File: src/rtl/systolic_pkg.sv
// Shared definitions for the systolic array result path: drain FSM states
// and the default matrix geometry.
package systolic_pkg;

  typedef enum logic {
    IDLE  = 1'b0,
    DRAIN = 1'b1
  } drainState_e;

  localparam int DEFAULT_N = 4;
  localparam int DEFAULT_W = 32;

endpackage

File: src/rtl/systolic_result_drain.sv
// Captures an NxN result matrix on the array's valid strobe and streams it out
// row-major over valid/ready, flagging a sticky overrun for results that arrive mid-drain.
module systolic_result_drain
  import systolic_pkg::*;
#(
  parameter int N = DEFAULT_N,
  parameter int W = DEFAULT_W
) (
  input  logic                            i_clk,
  input  logic                            i_arst_n,
  input  logic [N-1:0][N-1:0][W-1:0]      i_c,
  input  logic                            i_validResult,
  output logic                            o_busy,
  output logic                            o_valid,
  input  logic                            i_ready,
  output logic [W-1:0]                    o_data,
  output logic [$clog2(N)-1:0]            o_row,
  output logic [$clog2(N)-1:0]            o_col,
  output logic                            o_last,
  output logic                            o_overrun,
  input  logic                            i_clearOverrun
);

  localparam int RW = $clog2(N);
  localparam int IW = $clog2(N * N);
  localparam logic [IW-1:0] LAST_IDX = IW'(N * N - 1);

  drainState_e                 state_q, state_d;
  logic [IW-1:0]               idx_q, idx_d;
  logic [N-1:0][N-1:0][W-1:0]  capBuf_q;
  logic                        overrun_q, overrun_d;
  logic                        capture;
  logic                        setOverrun;
  logic                        beatDone;
  logic                        finalBeat;
  logic [RW-1:0]               rowIdx;
  logic [RW-1:0]               colIdx;
  logic [N-1:0][W-1:0]         rowData;

  assign beatDone  = (state_q == DRAIN) && i_ready;
  assign finalBeat = beatDone && (idx_q == LAST_IDX);

  always_comb begin
    state_d    = state_q;
    idx_d      = idx_q;
    capture    = 1'b0;
    setOverrun = 1'b0;
    unique case (state_q)
      IDLE: begin
        if (i_validResult) begin
          capture = 1'b1;
          idx_d   = '0;
          state_d = DRAIN;
        end
      end
      DRAIN: begin
        if (finalBeat) begin
          idx_d = '0;
          // A strobe on the final beat reloads without an idle gap.
          if (i_validResult) begin
            capture = 1'b1;
          end else begin
            state_d = IDLE;
          end
        end else begin
          if (beatDone) begin
            idx_d = idx_q + IW'(1);
          end
          if (i_validResult) begin
            setOverrun = 1'b1;
          end
        end
      end
      default: state_d = IDLE;
    endcase
  end

  assign overrun_d = (overrun_q && !i_clearOverrun) || setOverrun;

  always_ff @(posedge i_clk or negedge i_arst_n) begin
    if (!i_arst_n) begin
      state_q   <= IDLE;
      idx_q     <= '0;
      capBuf_q  <= '0;
      overrun_q <= 1'b0;
    end else begin
      state_q   <= state_d;
      idx_q     <= idx_d;
      overrun_q <= overrun_d;
      if (capture) begin
        capBuf_q <= i_c;
      end
    end
  end

  // Row/column decode of the registered index; reduces to shift/mask for power-of-two N.
  assign rowIdx = RW'(idx_q / IW'(N));
  assign colIdx = RW'(idx_q % IW'(N));

  for (genvar r = 0; r < N; r++) begin : g_rowMux
    assign rowData[r] = capBuf_q[r][colIdx];
  end

  assign o_data    = rowData[rowIdx];
  assign o_row     = rowIdx;
  assign o_col     = colIdx;
  assign o_valid   = (state_q == DRAIN);
  assign o_busy    = (state_q == DRAIN);
  assign o_last    = (state_q == DRAIN) && (idx_q == LAST_IDX);
  assign o_overrun = overrun_q;

endmodule

File: config.mk
export PLATFORM = sky130hd
export DESIGN_NAME = systolic_result_drain
export DESIGN_NICKNAME = d
export VERILOG_FILES = /design/src/rtl/systolic_pkg.sv /design/src/rtl/systolic_result_drain.sv
export SDC_FILE = /design/constraint.sdc
export NUM_CORES = 1
export LEC_CHECK = 0
export ABC_AREA = 1
export BUFFER_PORTS_ARGS = -buffer_cell sky130_fd_sc_hd__buf_2
export CAP_MARGIN = 20
export CELL_PAD_IN_SITES_DETAIL_PLACEMENT = 1
export CELL_PAD_IN_SITES_GLOBAL_PLACEMENT = 1
export CORE_MARGIN = 4
export CORE_UTILIZATION = 40
export CTS_BUF_LIST = sky130_fd_sc_hd__clkbuf_4 sky130_fd_sc_hd__clkbuf_8
export CTS_CLUSTER_DIAMETER = 80
export CTS_CLUSTER_SIZE = 30
export DETAILED_ROUTE_END_ITERATION = 16
export MAX_ROUTING_LAYER = met4
export PLACE_DENSITY_LB_ADDON = 0.15
export SKIP_CTS_REPAIR_TIMING = 1
export SYNTH_ARGS = -nofsm -noshare
export SYNTH_HDL_FRONTEND = slang
export SYNTH_SLANG_ARGS = --single-unit
File: constraint.sdc
create_clock -name i_clk -period 2.01 [get_ports i_clk]
set_input_delay 0.3015 -clock i_clk [delete_from_list [all_inputs] [get_ports i_clk]]
set_output_delay 0.3015 -clock i_clk [all_outputs]
set_load 0.01 [all_outputs]
==> results.md <==
- Worst-path clk slew: 0.18 ns
- Max VDD drop: approximately 600 uV
- # DRC: 0
- Worst Path Arrival: 3.46 ns
- Met1 GRT Util: 0.3677
- Most frequent cells after synthesis: 1066 x nand2_1, 519 x inv_1, 518 x dfrtp_1
- Remaining global-route overflow: 0
- Violated checks: setup timing
- Hold WS: between 0.05 and 0.06 ns
- Final wirelength: between 100 and 150 mm
- Most instantiated library cell after synthesis: nand2_1
- Post-route setup slack: -0.9400 ns
- Final TNS setup: -235.18 ns
- MaxCap Viol Count: 0
- Global route hottest layer: met2
- First-pass GRT wire length: roughly 150 mm
- CTS max path bufs: 3
- Pwr/cell area: about 1400 nW/um^2
- Row Count: between 90 and 100
- EDFF count, synth: 0
- CP max-delay cell: o21ai_0
- Vias in the first global route: between 20000 and 30000
- CP Class: reg -> reg
- Die X: ~260 um
- Synthesis-to-finish area growth: 51.39%
- RSZ-0062 raised after global routing: true
- Outcome: finished with violations
- Worst rel slew slack: 0.3395
- Mapped Area: 24950 sq um
- WL per Instance: between 20 and 30 um
- Nets@finish: roughly 4900
- Synthesized net count: about 3800
- Chip height: approximately 260 um
- Total power: about 54000 uW
- Max frequency: around 340 MHz
- CP Capture Type: flop
- Endpoints failing hold: 0
- Final period util: 1.468
- Mean area per synthesized cell: between 7 and 8 sq um
- Worst Tran Pin Value: 0.9804 ns
- Hold/Removal Path Class: in -> reg
- Post-synthesis sequential area ratio: 0.5195
- Leading post-synthesis cells by cell area: dfrtp_1 52%, nand2_1 16%, nand3_1 9.0%
- Critical Path Fanout Max: 17
- GR Util met2: 0.5143
- Cells after DPL: approximately 4700
- Largest net degree at the start of global routing: 89
- Leak Pwr: about 0.019 uW
- DR iter-0 viols: between 2000 and 2500
- Startpoint Class: flop
- H-tree depth: 2
- Sinks on Clock Net: about 520
- Fin cells: about 5300
- Root buffer cell: clkbuf_8
- GP Congestion: 0.9367
- First-pass DRT Iterations: 5
- Core Box Area: 61710 sq um
- Total Routing Usage GR: 0.3023
- Antenna violations before repair: 40
- M3 GR Usage: 0.04080
- Skew-Pair Late Insertion Delay: 0.66 ns
- Cell taking the most area after synthesis: dfrtp_1
- Initial Util: 0.4044
- CTS tree: yes
- CP top delay family: compound AO/OA/AOI/OAI gates
- Seq cells post-synth: just over 500
- Slew Viols, Final: 0
- Synth warn: 0
- Synth unique cells: 19
- Post-DRT Antenna Nets: 0
- Async set-reset flop share out of synthesis: 1.000
- Critical path cell sequence: buf_4 > clkbuf_16 > buf_4 > ha_1 > nand2_1 > nor2_2 > nand2_2 > a21oi_4 > buf_12 > buf_4 > o21ai_0
- Share of cells above drive strength 1: 0.2292
- Util after Layout: 0.6122
- Detailed-route vias per instance: between 5 and 6
- Final Setup Violations: 550
- Critical Path RT: 2.52 ns
- I/O Buffers: ~560
- Max incr delay on CP: a little under 0.8 ns
- Via Count: between 20000 and 30000
- DP HPWL: between 70 and 80 mm
- Total die area: ~66000 sq um
- CP dominant cell by count: buf_4
- CP Buf/Inv Count: 5
- Mapped Cells: 3300
- Area share of the largest cell type after synthesis: 0.5195
- CTS buffer count: 35
- Main flop type after synthesis: dfrtp_1
- Minimum clock period: 2.950 ns
- Skew final: approximately 0.039 ns
- IO Pins: about 560
==> cells in the final DEF (no fill, tap or decap), drive strengths merged <==
master,count
o22ai,2
nand2,1066
diode,44
dlygate4sd3,515
a21boi,1
clkinvlp,2
o21ai,515
inv,531
ha,1
nor2,4
dfrtp,518
clkbuf,58
a21oi,1
bufinv,2
nor3,1
buf,759
clkinv,11
nand3,450
==> routing by layer <==
metal,wire [um],vias up
met1,47390,14500
met3,9699,675
met4,11880,0
li1,-,12510
met2,68360,1608
met5,0,-
==> registers in the layout, summed over array words and instances, names as in the netlist <==
signal / cells
o_busy: 1
capBuf_q: 512
idx_q: 4
o_overrun: 1
==> power breakdown <==
part           switching [uW]  total [uW]  internal (uW)  leakage [uW]
Combinational           19100       30000          11000        0.0121
Sequential               2000       17600          15600       0.00618
Clock                    4260        6530           2270      0.000419
Total                   25300       54200          28800        0.0187
==> final cells by class <==
cell class	instances	area, sq um
Clock inverter	24	310.3
Antenna cell	44	110.1
Fill cell	7460	23930
Tap cell	837	1047
Multi-Input combinational cell	2041	9731
Sequential cell	518	12970
Clock buffer	39	524.3
Inverter	521	1981
Timing Repair Buffer	1293	11090
Timing Repair inverter	1	8.758
==> cell families (layout without fill, tap and decap cells) <==
group / after synthesis / after routing / synth area share
buf+inv: 741 / 1878 / 0.1238
flops: 518 / 518 / 0.5195
other cells: 0 / 44 / 0
compound gates: 519 / 519 / 0.1047
fa+ha+maj: 1 / 1 / 0.0005013
simple gates: 1521 / 1521 / 0.2515
==> through the flow <==
stage               setup WS, ns  instance area (sq um)
floorplan                 0.1476                  24950
CTS                      -0.9517                  30790
finish                   -0.9400                  37780
global route             -0.9517                  37780
detailed placement       -0.1923                  29960
global placement         -0.1517                  29960
==> final timing paths <==
path | startpoint | to | slack (ns) | cells after the start
min | i_ready | idx_q[1] | 0.06 | 5
max | idx_q[0] | capBuf_q[93] | -0.94 | 11
max in group asynchronous | i_arst_n | capBuf_q[329] | 0.98 | 3
min in group asynchronous | i_arst_n | capBuf_q[434] | 0.13 | 2
max reg2reg | idx_q[0] | capBuf_q[93] | -0.94 | 11
min reg2reg | capBuf_q[362] | capBuf_q[362] | 0.54 | 2
==> worst register-to-register path: cells and delay by family, from the launching register on <==
family / cells / cell delay, ns
AO/OA/AOI/OAI: 2 / 0.87
flip-flops: 1 / 0.60
AND/OR/NAND/NOR: 3 / 0.26
adder cells (fa/ha/maj): 1 / 0.22
buffers and inverters: 5 / 0.86
Note: power is estimated with default switching activity, not from simulation.
